**src/rtl/hard_interrupt_ctrl.sv**
```systemverilog
// Edge-triggered interrupt collector: synchronizes peripheral requests, latches them
// as pending and presents the highest-priority unmasked one to the CPU until acknowledged.
module hard_interrupt_ctrl #(
  parameter int SYNC_STAGES = 2
) (
  input  logic       clk,
  input  logic       rstIn,
  input  logic [3:0] irqIn,
  input  logic       maskWe,
  input  logic [3:0] maskData,
  input  logic       intAck,
  output logic [3:0] hardInterrupt,
  output logic [3:0] pending,
  output logic       busy
);

  typedef enum logic [1:0] {
    ST_IDLE    = 2'd0,
    ST_PRESENT = 2'd1,
    ST_GAP     = 2'd2
  } state_t;

  logic [3:0] r_sync [SYNC_STAGES];
  logic [3:0] r_dly;
  logic [3:0] r_pending;
  logic [3:0] r_mask;
  logic [3:0] r_code;
  logic       r_busy;
  logic [1:0] r_cur_idx;
  state_t     r_state;

  state_t     w_next_state;
  logic [1:0] w_next_idx;
  logic [1:0] w_win_idx;
  logic [3:0] w_rise;
  logic [3:0] w_clr;
  logic [3:0] w_eligible;
  logic [3:0] w_code_d;
  logic       w_busy_d;

  // NOTE: these are a handful of flops, not a RAM, so every one of them is reset.
  always_ff @(posedge clk or posedge rstIn) begin
    if (rstIn) begin
      for (int i = 0; i < SYNC_STAGES; i++) r_sync[i] <= '0;
      r_dly <= '0;
    end else begin
      r_sync[0] <= irqIn;
      for (int i = 1; i < SYNC_STAGES; i++) r_sync[i] <= r_sync[i-1];
      r_dly <= r_sync[SYNC_STAGES-1];
    end
  end

  assign w_rise     = r_sync[SYNC_STAGES-1] & ~r_dly;
  assign w_eligible = r_pending & r_mask;

  // Lowest index wins: scan from the top so the last hit is the smallest index.
  always_comb begin
    w_win_idx = 2'd0;
    for (int i = 3; i >= 0; i--) begin
      if (w_eligible[i]) w_win_idx = 2'(i);
    end
  end

  // NOTE: every output of this block gets a default first, so no path can infer a latch.
  always_comb begin
    w_next_state = r_state;
    w_next_idx   = r_cur_idx;
    w_clr        = 4'd0;
    w_code_d     = 4'd0;
    w_busy_d     = 1'b0;
    case (r_state)
      ST_IDLE: begin
        if (|w_eligible) begin
          w_next_state = ST_PRESENT;
          w_next_idx   = w_win_idx;
        end
      end
      ST_PRESENT: begin
        if (intAck) begin
          w_clr        = 4'b0001 << r_cur_idx;
          w_next_state = ST_GAP;
        end else begin
          w_code_d = {2'b00, r_cur_idx} + 4'd1;
          w_busy_d = 1'b1;
        end
      end
      ST_GAP:  w_next_state = ST_IDLE;
      default: w_next_state = ST_IDLE;
    endcase
  end

  // NOTE: state is updated with non-blocking assignments so all flops see pre-edge values.
  always_ff @(posedge clk or posedge rstIn) begin
    if (rstIn) begin
      r_state   <= ST_IDLE;
      r_cur_idx <= 2'd0;
      r_code    <= 4'd0;
      r_busy    <= 1'b0;
      r_pending <= 4'd0;
      r_mask    <= 4'd0;
    end else begin
      r_state   <= w_next_state;
      r_cur_idx <= w_next_idx;
      r_code    <= w_code_d;
      r_busy    <= w_busy_d;
      // A fresh edge on the line being cleared wins over the clear.
      r_pending <= (r_pending & ~w_clr) | w_rise;
      if (maskWe) r_mask <= maskData;
    end
  end

  assign hardInterrupt = r_code;
  assign pending       = r_pending;
  assign busy          = r_busy;

endmodule

```
**config.mk**
```make
export PLATFORM = sky130hd
export DESIGN_NAME = hard_interrupt_ctrl
export DESIGN_NICKNAME = d
export VERILOG_FILES = /design/src/rtl/hard_interrupt_ctrl.sv
export SDC_FILE = /design/constraint.sdc
export NUM_CORES = 1
export LEC_CHECK = 0
export ABC_AREA = 1
export ABC_CLOCK_PERIOD_IN_PS = 900
export CAP_MARGIN = 20
export CORE_AREA = 10 10 60 62
export CTS_BUF_LIST = sky130_fd_sc_hd__clkbuf_16
export DETAILED_ROUTE_END_ITERATION = 16
export DIE_AREA = 0 0 70 72
export PLACE_DENSITY = 0.7
export SETUP_SLACK_MARGIN = 0.3
export SLEW_MARGIN = 40
export SYNTH_ARGS = -nofsm -noshare
export SYNTH_HDL_FRONTEND = slang
export SYNTH_SLANG_ARGS = --single-unit
```
**constraint.sdc**
```tcl
create_clock -name clk -period 0.9 [get_ports clk]
set_input_delay 0.18 -clock clk [delete_from_list [all_inputs] [get_ports clk]]
set_output_delay 0.18 -clock clk [all_outputs]
set_load 0.05 [all_outputs]
```
# == Word-level counts from Yosys, hierarchy flattened ==
# Index checks and enable logic that the tools add are counted.
# totals
register_bits,29
input_bits,12
out_inout_bits,9
word_cells,37
# classes
addsub,1
n_eq_ne,3
shift,1
n_mux,13
n_bitwise,6
n_reduce_logical,4
# op_table
op,count
4-bit bitwise AND,3
2-bit two-way mux,6
4-bit two-way mux,2
4-bit inverter,2
3-bit two-way mux,2
"2-bit inequality test, second input constant",2
4-bit bitwise OR,1
2-bit one-hot mux with 2 select lines,1
2-bit AND reduction,2
4-bit OR reduction,1
"1-bit by 2-bit << shifter with 4-bit output, first input constant",1
"2-bit by 1-bit adder with 3-bit output, second input constant",1
"2-bit by 1-bit == test with 1-bit output, second input constant",1
2-bit zero test,1
1-bit two-way mux,2

# == Depth between registers and ports, before layout ==
# Gate-level depths: netlist of run 1.
# logic_depth
depth_word,6
mapped_depth,7
mapped_depth_nobuf,7

# == Least setup slack after synthesis of run 1 ==
# Ideal clock, no wire load.
# synth_path
path_kind,register -> register
from,"register r_pending[2], in the netlist pending[2]"
to,register r_cur_idx[0]
setup_time_ps,116
t_arrival_ps,1036
required_time_ps,784
setup_slack_ps,-253
stages_incl_launch_ff,6
n_path_buf,0
period_less_slack_ps,1153
path_cell_list,dfrtp_1 nand2_1 nand2_1 o21ai_1 nand2_1 nand2_1
# synth_via
elab_chain_len,4
elab_cells_between_ends,6
cone_classes,3 x mux; 1 x bitwise; 2 x reduce/logical
# synth_lines
element,line_no,source
from (decl),25,logic [3:0] r_pending;
from (signal assigned),107,r_pending <= (r_pending & ~w_clr) | w_rise;
4-bit bitwise AND (*),54,assign w_eligible = r_pending & r_mask;
2-bit two-way mux (3 in a row),60,if (w_eligible[i]) w_win_idx = 2'(i);
to (signal assigned),103,r_cur_idx <= w_next_idx;
to (decl),29,logic [1:0] r_cur_idx;
# Mark *: on every way between the ends. The rest lies on a longest branch, timed or not.
# A chain may end at the register's enable or synchronous reset.

# == Final worst setup path of run 1 ==
# layout_path
from,"register r_pending[0], in the netlist pending[0]"
to,output port pending[0]
# layout_rtl
element,line_no,source
to (decl),13,"output logic [3:0] pending,"
# No word-level cell between the ends.

==> results.yml, run 1 <==
flow_run:
  maxCapViolations: 0
timing:
  layout_min_cycle_time_ps: 1120
  final.period_utilization_pct: 124
  unrepaired_setup_endpoints_after_global_routing: "yes"
  final_hold_viol_count: 0
  timing_limited_maximum_frequency_mhz: 893
  worst_slack_ps: -220
  clock-skew-final_ps: 3.44
  finalMaxSlewViolations: 0
  setup_viol: 16
setup_path:
  biggest_cell_delay_along_the_critical_path_ps: 420
  crit_path_end_kind: "primary output"
  critical_path.n_buffers_inverters: 2
  arrival_worst_endpoint_ps: 940
  path_cells: "buf_6 > buf_12"
  critical_path_required_ps: 720
  crit_path_top_delay_cell: "sky130_fd_sc_hd__dfrtp_2"
  critPathLaunchType: "register"
  worst_path_dominant_cell_family: "flip-flops"
  worstSetupPathType: "reg -> out"
  crit_fanout: 2
power_and_ir_drop:
  power.density_cell_area_nw_per_um2: 3120
  finalPower_w: 0.00515
  ir_drop_v: 0.00204
  static-leakage-power_nw: 0.793
clock_network:
  path_clk_slew_ps: 60
  h-tree-depth: 1
  cts_tree: "yes"
  post_cts_hold_buffers: 0
  cts_root_buffer: "sky130_fd_sc_hd__clkbuf_16"
  cts_buffers: 3
  worst_skew_pair.late_latency_ps: 260
  clk_path_buf_depth: 2
  tritoncts_num_sinks: 28
global_routing:
  first_global_vias: 805
  largest_net_degree_at_the_start_of_global_routing: 28
  grt.total_usage_pct: 8.42
  first_pass_grt_wire_length_um: 3510
  grt-ovfl-total: 0
  number_of_antenna_violations_at_the_first_check_in_global_routing: 0
logic_synthesis:
  synth_simple_gate_area_share_pct: 11.3
  synth_warnings: 0
  syn_nets: 108
  seq_area_frac_synth_pct: 68.6
  post_synth_fa_ha_maj_area_fraction_pct: 4.90
  synth_mux_area_share_pct: 4.41
  synth_area_in_xor_xnor_pct: 0
  synth-edff-count: 0
  synthesis.area_per_instance_sq_um: 11.1
  flop_and_latch_count_out_of_synthesis: 28
  synthMostInstantiatedCell: "sky130_fd_sc_hd__dfrtp_1"
  synth_area_leaders: "sky130_fd_sc_hd__dfrtp_1 69%, sky130_fd_sc_hd__nand2_1 8.5%, sky130_fd_sc_hd__inv_1 5.9%, sky130_fd_sc_hd__ha_1 4.9%, sky130_fd_sc_hd__mux2_2 4.4%"
  compound_gate_portion_of_the_synthesized_area_pct: 3.43
  yosys.area.top_type_share_pct: 68.6
  dominant_combinational_cell_family_by_area_after_synthesis: "simple AND/OR/NAND/NOR gates"
  postSynthCellCount: 92
  post_synth_instance_area_sq_um: 1020
  synth.distinct_cells: 13
  share_of_flip_flops_with_an_asynchronous_set_or_reset_after_synthesis_pct: 100
  synthDominantAreaCellType: "sky130_fd_sc_hd__dfrtp_1"
  dominantRegCellSynth: "sky130_fd_sc_hd__dfrtp_1"
  post_synth_most_frequent_cells: "28 x sky130_fd_sc_hd__dfrtp_1, 23 x sky130_fd_sc_hd__nand2_1, 16 x sky130_fd_sc_hd__inv_1"
placement:
  placed_cell_area_sq_um: 1410
  detailedPlacementHpwl_um: 1410
  post_place_worst_slack_ps: -322
  gp_routability_congestion: 0.864
  place.port_buffers: 19
status:
  violations: "negative setup slack"
  status: "finished, violations left"
floorplan:
  fp_rows: 18
  placeableCoreArea_sq_um: 2430
  floorplan.initialDensity_pct: 42.0
  die_width_um: 70
  die_area_sq_um: 5040
  die_h_um: 72
  io_pins: 21
layout:
  drive_above_1_share_pct: 53.2
  final_net_count: 143
  layout.filler_cells: 178
  register_area_sq_um: 713
  antenna_cells: 0
  area_delta_synth_final_pct: 61.8
  multi_input_combinational_cell_area_sq_um: 358
  post_layout_inst_area_sq_um: 1650
drt:
  total_routed_length_um: 2100
  routedWlPerCell_um: 13.5
  drt-initial-drc-count: 8
  drtPass1Iterations: 2
  remaining_drc_errors: 0
  via_count: 717
  detail-route-antenna-nets: 0
  route.detailed.vias_per_inst: 4.60
worst_hold_path:
  worst_hold_path_type: "in -> async"
-- what timing repair did --
action,4_1_cts,5_1_grt
pin swaps,9,4
resized for setup,31,13
hold endpoints to repair,0,0
buffers inserted,4,1
endpoints found under the setup margin,24,24
-- metrics by stage --
stage / instances / hold WS (ps) / utilization (%) / TNS (ps)
CTS: 155 / 135 / 66.0 / -1950
global placement: 147 / 336 / 57.8 / -2490
floorplan: 92 / 82.9 / - / -311
detailed placement: 147 / 339 / 57.8 / -2720
finish: 156 / 135 / 67.9 / -1900
global route: 156 / 144 / 67.9 / -2620
-- per-layer routing --
metal / vias up / GRT usage [%] / part of all wire [%]
li1: 342 / - / -
met3: 5 / 3.13 / 5.7
met2: 16 / 15.8 / 54
met1: 354 / 7.95 / 39
met4: 0 / 3.95 / 1.6
met5: - / 0 / 0
-- where the power goes --
| group | total, W | switching (W) | internal, W | leakage [nW] |
|---|---|---|---|---|
| Sequential | 0.00177 | 0.000234 | 0.00153 | 0.318 |
| Clock | 0.000984 | 0.000389 | 0.000595 | 0.0385 |
| Combinational | 0.00240 | 0.00122 | 0.00118 | 0.437 |
-- flip-flops by register name, indices dropped and copies added (netlist names) --
signal / count
r_sync: 8
pending: 4
r_dly: 4
r_mask: 4
hardInterrupt: 3
r_cur_idx: 2
r_state: 2
busy: 1
-- cell usage in the layout (no fill, tap or decap), drive strengths merged --
cell,n
dfrtp,28
nand2,23
buf,20
inv,16
clkdlybuf4s50,10
nor2,7
o21ai,6
mux2,4
ha,4
clkbuf,3
clkinvlp,1
a21oi,1
conb,1
clkinv,1
dlygate4sd2,1
-- logic make-up (layout without fill, tap and decap cells) --
logic type	count (synthesis)	count (layout)
other cells	1	1
fa+ha+maj	4	4
flops	28	28
simple gates	30	30
mux	4	4
compound gates	7	7
buf+inv	18	52
-- worst paths after layout --
path | from | slack, ps | cells past startpoint | to
setup / recovery | pending[0] | -220 | 2 | pending[0]
min in group clk | r_sync[5] | 350 | 0 | r_sync[1]
setup reg to reg | r_cur_idx[0] | -130 | 5 | pending[2]
hold reg to reg | r_sync[5] | 350 | 0 | r_sync[1]
max in group asynchronous | rstIn | 440 | 3 | hardInterrupt[2]
hold / removal | rstIn | 140 | 2 | r_sync[6]
-- area by class of cell --
class / count / share of cell area (%)
repair buffers: 31 / 23.9
inverters: 17 / 4.24
well taps: 30 / 2.27
clock inverters: 1 / 0.227
multi-input cells: 46 / 21.7
flip-flops and latches: 28 / 43.2
clock buffers: 3 / 4.55
No activity file was read; power rests on OpenSTA's default activity.
==> run 2, diff against run 1 <==
--- a/config.mk
+++ b/config.mk
@@ -9,7 +9,6 @@
 export ABC_CLOCK_PERIOD_IN_PS = 900
 export CAP_MARGIN = 20
 export CORE_AREA = 10 10 60 62
-export CTS_BUF_LIST = sky130_fd_sc_hd__clkbuf_16
 export DETAILED_ROUTE_END_ITERATION = 16
 export DIE_AREA = 0 0 70 72
 export PLACE_DENSITY = 0.7
==> run 2 against run 1 <==
  * The flow still finishes with violations (negative setup slack)
  * Clock power fell by 39%
  * Critical path depth did not move
  * Routed wire length fell by 7.2%
  * Sequential power fell by 2%
  * Worst hold slack got worse by 81 ps
  * Register-to-register slack got worse by 50 ps
  * Fmax fell by 7.7%
  * Core utilization fell by 0.93 points
  * Non-clock buffer count rose by 3
  * Sequential share of layout area rose by 0.52 points
  * Largest power group unchanged
==> results.yml, run 2 (same netlist as run 1, synthesis figures left out) <==
status:
  status: "finished, violations left"
  violations: "negative setup slack"
drt:
  total_routed_length_um: 1950
  drt-initial-drc-count: 13
  remaining_drc_errors: 0
  detail-route-antenna-nets: 0
  routedWlPerCell_um: 12.2
  via_count: 709
  route.detailed.vias_per_inst: 4.46
  drtPass1Iterations: 2
timing:
  clock-skew-final_ps: 8.83
  final.period_utilization_pct: 135
  worst_hold_slack_ps: 54.3
  timing_limited_maximum_frequency_mhz: 824
  finalMaxSlewViolations: 0
  layout_min_cycle_time_ps: 1210
  setup_viol: 18
  unrepaired_setup_endpoints_after_global_routing: "yes"
  final_hold_viol_count: 0
  worst_slack_ps: -313
global_routing:
  largest_net_degree_at_the_start_of_global_routing: 28
  number_of_antenna_violations_at_the_first_check_in_global_routing: 0
  grt-ovfl-total: 0
  first_pass_grt_wire_length_um: 3330
  grt.total_usage_pct: 7.85
  first_global_vias: 766
layout:
  fin_util_pct: 67.0
  drive_above_1_share_pct: 54.3
  layout.filler_cells: 180
  area_delta_synth_final_pct: 59.6
  most_frequent_standard_cell_in_the_layout_excluding_fill_and_tap_cells: "sky130_fd_sc_hd__dfrtp_1"
  mostFrequentLayoutCells: "19 x sky130_fd_sc_hd__dfrtp_1, 10 x sky130_fd_sc_hd__nand2_1, 10 x sky130_fd_sc_hd__clkdlybuf4s50_1"
  antenna_cells: 0
  largest_register_ffs: 8
  final_net_count: 146
  largest-register: "r_sync"
clock_network:
  clk_path_buf_depth: 2
  worst_skew_pair.late_latency_ps: 330
  cts_buffers: 3
  tritoncts_num_sinks: 28
  h-tree-depth: 1
  cts_root_buffer: "sky130_fd_sc_hd__clkbuf_4"
  path_clk_slew_ps: 140
  cts_tree: "yes"
floorplan:
  die_h_um: 72
  fp_rows: 18
  die_width_um: 70
  die_area_sq_um: 5040
  floorplan.initialDensity_pct: 42.0
  placeableCoreArea_sq_um: 2430
  io_pins: 21
setup_path:
  worstSetupPathType: "reg -> out"
  critPathLaunchType: "register"
  crit_fanout: 2
  arrival_worst_endpoint_ps: 1030
  critical_path_required_ps: 720
  crit_path_end_kind: "primary output"
placement:
  post_place_worst_slack_ps: -322
  detailedPlacementHpwl_um: 1410
  gp_routability_congestion: 0.864
  place.port_buffers: 19
power_and_ir_drop:
  ir_drop_v: 0.00180
  static-leakage-power_nw: 0.792
  power.density_cell_area_nw_per_um2: 2920
flow_run:
  maxCapViolations: 0
worst_hold_path:
  worst_hold_path_type: "in -> async"
## run 2: report_power, final
part / leakage, nW / internal [W] / total (W) / switching, W
clock: 0.0210 / 0.000248 / 0.000598 / 0.000351
sequential: 0.319 / 0.00152 / 0.00173 / 0.000203
combinational: 0.452 / 0.00123 / 0.00243 / 0.00121
## run 2: worst paths after layout
check                            from          endpoint  slack (ps)  depth (start not counted)
max in group asynchronous       rstIn  hardInterrupt[2]         530                          3
max reg2reg                pending[3]      r_cur_idx[0]        -180                          8
min reg2reg                 r_sync[5]         r_sync[1]         370                          0
min                             rstIn         r_sync[6]          50                          2
max                        pending[0]        pending[0]        -310                          2
min in group clk             irqIn[0]         r_sync[4]         270                          1
## run 2: routing by layer
metal,global-route usage [%],share of wire [%],vias up
met4,4.61,3.4,0
li1,-,-,346
met1,7.71,38,340
met2,13.9,52,17
met5,0,0,-
met3,2.99,6.6,6
## run 2: area by class of cell
class,instances,area [sq um],area share (%)
clock buffer,4,36.3,2.23
timing repair buffer,34,428,26.3
sequential,28,712,43.7
multi-input combinational,46,345,21.2
inverter,17,70.1,4.30
tap,30,37.5,2.30
## run 2: through the flow
| stage | power [W] | TNS, ps | cell area (sq um) | cells |
|---|---|---|---|---|
| global placement | 0.00352 | -2490 | 1410 | 147 |
| floorplan | 0.00263 | -311 | 1040 | 92 |
| detailed placement | 0.00357 | -2720 | 1410 | 147 |
| global route | 0.00504 | -4050 | 1630 | 159 |
| finish | 0.00476 | -2920 | 1630 | 159 |
| CTS | 0.00460 | -2790 | 1580 | 156 |
## run 2: critical path, cell delays in order, from the launching register on
cell                      delay, ps
sky130_fd_sc_hd__dfrtp_2        440
sky130_fd_sc_hd__buf_6          130
sky130_fd_sc_hd__buf_12         140
## run 2: repair_timing
item | 4_1_cts | 5_1_grt
pin swaps | 9 | 10
endpoints found under the setup margin | 24 | 24
resized for setup | 32 | 12
hold buffers | 0 | 0
buffers inserted | 5 | 3
hold endpoints to repair | 0 | 0
==> run 3, diff against run 2 <==
--- a/config.mk
+++ b/config.mk
@@ -8,11 +8,12 @@
 export ABC_AREA = 1
 export ABC_CLOCK_PERIOD_IN_PS = 900
 export CAP_MARGIN = 20
-export CORE_AREA = 10 10 60 62
+export CORE_AREA = 2 2 52 54
 export DETAILED_ROUTE_END_ITERATION = 16
-export DIE_AREA = 0 0 70 72
+export DIE_AREA = 0 0 54 56
 export PLACE_DENSITY = 0.7
 export SETUP_SLACK_MARGIN = 0.3
+export SKIP_CTS_REPAIR_TIMING = 1
 export SLEW_MARGIN = 40
 export SYNTH_ARGS = -nofsm -noshare
 export SYNTH_HDL_FRONTEND = slang
==> run 3 against run 2 <==
  * The run still ends with negative setup slack left
  * First-iteration DRC count is 77% lower
  * Highest routed layer unchanged
  * Worst setup slack better by 15 ps
  * Via count down 1.4%
  * Sequential power barely moved
  * Critical path depth unchanged
  * Clock power decreased by 20%
  * Routed wire length fell by 5.4%
==> results.yml, run 3 (same netlist as run 1, synthesis figures left out) <==
status:
  status: "finished, violations left"
  violations: "negative setup slack"
drt:
  drt-initial-drc-count: 3
  via_count: 699
  remaining_drc_errors: 0
  routedWlPerCell_um: 12.0
  detail-route-antenna-nets: 0
  total_routed_length_um: 1840
  route.detailed.vias_per_inst: 4.54
  drtPass1Iterations: 4
setup_path:
  critical_path.reg2reg.endpoint: "r_cur_idx[0]"
  worstSetupPathType: "reg -> out"
  rr_worst_depth: 6
  arrival_worst_endpoint_ps: 1020
  crit_fanout: 2
  worst-r2r-setup-slack_ps: -180
  critPathLaunchType: "register"
  crit_path_end_kind: "primary output"
  critical_path_required_ps: 720
  critPathLaunch: "pending[2]"
  crit_end: "pending[2]"
  startpoint_of_the_most_critical_register_to_register_path: "pending[1]"
layout:
  register_area_sq_um: 712
  post_layout_inst_area_sq_um: 1580
  final_std_cells_w_o_fill: 154
  most_frequent_standard_cell_in_the_layout_excluding_fill_and_tap_cells: "sky130_fd_sc_hd__dfrtp_1"
  antenna_cells: 0
  drive_above_1_share_pct: 49.2
  area_delta_synth_final_pct: 54.7
  final_net_count: 142
  layout.filler_cells: 194
  multi_input_combinational_cell_area_sq_um: 347
  mostFrequentLayoutCells: "19 x sky130_fd_sc_hd__dfrtp_1, 12 x sky130_fd_sc_hd__nand2_1, 10 x sky130_fd_sc_hd__inv_1, 10 x sky130_fd_sc_hd__clkdlybuf4s50_1"
  largest-register: "r_sync"
  largest_register_ffs: 8
clock_network:
  clk_path_buf_depth: 2
  cts_buffers: 3
  path_clk_slew_ps: 130
  cts_tree: "yes"
  h-tree-depth: 1
  tritoncts_num_sinks: 28
  cts_root_buffer: "sky130_fd_sc_hd__clkbuf_4"
  worst_skew_pair.late_latency_ps: 310
global_routing:
  largest_net_degree_at_the_start_of_global_routing: 29
  first_pass_grt_wire_length_um: 2830
  grt.total_usage_pct: 12.6
  number_of_antenna_violations_at_the_first_check_in_global_routing: 0
  grt-ovfl-total: 0
  first_global_vias: 713
timing:
  worst_slack_ps: -298
  final_hold_viol_count: 0
  final.period_utilization_pct: 133
  layout_min_cycle_time_ps: 1200
  finalMaxSlewViolations: 0
  timing_limited_maximum_frequency_mhz: 834
  clock-skew-final_ps: 4.00
  unrepaired_setup_endpoints_after_global_routing: "yes"
  setup_viol: 16
floorplan:
  die_h_um: 56
  die_area_sq_um: 3020
  floorplan.initialDensity_pct: 42.0
  fp_rows: 18
  die_width_um: 54
  io_pins: 21
  placeableCoreArea_sq_um: 2430
placement:
  detailedPlacementHpwl_um: 1310
  place.detailed.instances: 148
  place.port_buffers: 19
  post_place_worst_slack_ps: -336
  placed_cell_area_sq_um: 1410
  gp_routability_congestion: 0.819
power_and_ir_drop:
  finalPower_w: 0.00454
  static-leakage-power_nw: 0.776
  ir_drop_v: 0.00165
  power.density_cell_area_nw_per_um2: 2880
flow_run:
  maxCapViolations: 0
worst_hold_path:
  worst_hold_path_type: "in -> async"
run 3: cell types whose count changed in the layout (fill, tap and decap cells not counted), sizes merged:
cell | before | now
buf | 23 | 19
clkbuf | 4 | 3
dlygate4sd2 | 1 | 0
dlymetal6s2s | 0 | 1
run 3: final cells by class:
type                    count  area share, %
repair buffers             30           24.7
well taps                  30           2.38
multi-input cells          46           21.9
inverters                  17           4.44
flip-flops and latches     28           45.1
clock buffers               3           1.43
run 3: worst min-delay path by stage:
stage,startpoint,to,slack (ps),cells after the start
after global placement,r_sync[5],r_sync[1],340,0
final,rstIn,r_mask[0],210,3
after floorplan,rstIn,r_cur_idx[0],80,1
after detailed placement,r_sync[6],r_sync[2],340,0
after global routing,rstIn,r_mask[0],220,3
after CTS,rstIn,r_sync[7],220,3
run 3: worst max-delay path: stages, from the launching register on:
cell                      delay, ps
sky130_fd_sc_hd__dfrtp_2        440
sky130_fd_sc_hd__buf_6          130
sky130_fd_sc_hd__buf_12         140
run 3: power breakdown:
| part | leakage (nW) | internal [W] | switching, W |
|---|---|---|---|
| sequential | 0.319 | 0.00152 | 0.000207 |
| clock | 0.0138 | 0.000156 | 0.000324 |
| combinational | 0.443 | 0.00113 | 0.00120 |
| total | 0.776 | 0.00281 | 0.00173 |
run 3: layer usage:
metal	wire length, um	GRT usage, %	vias to the layer above	share of wire, %
li1	-	-	334	-
met1	731	15.6	348	40
met2	1010	21.3	15	55
met3	73	3.49	2	4.0
met4	23	3.21	0	1.2
met5	0	0	-	0
run 3: stage by stage:
step | hold WS (ps) | util [%] | setup TNS, ps
after CTS | 218 | 59.0 | -2670
after detailed placement | 341 | 58.1 | -2840
after global routing | 218 | 64.9 | -3690
final | 212 | 64.9 | -2590
after floorplan | 82.9 | - | -311
after global placement | 336 | 58.1 | -2570
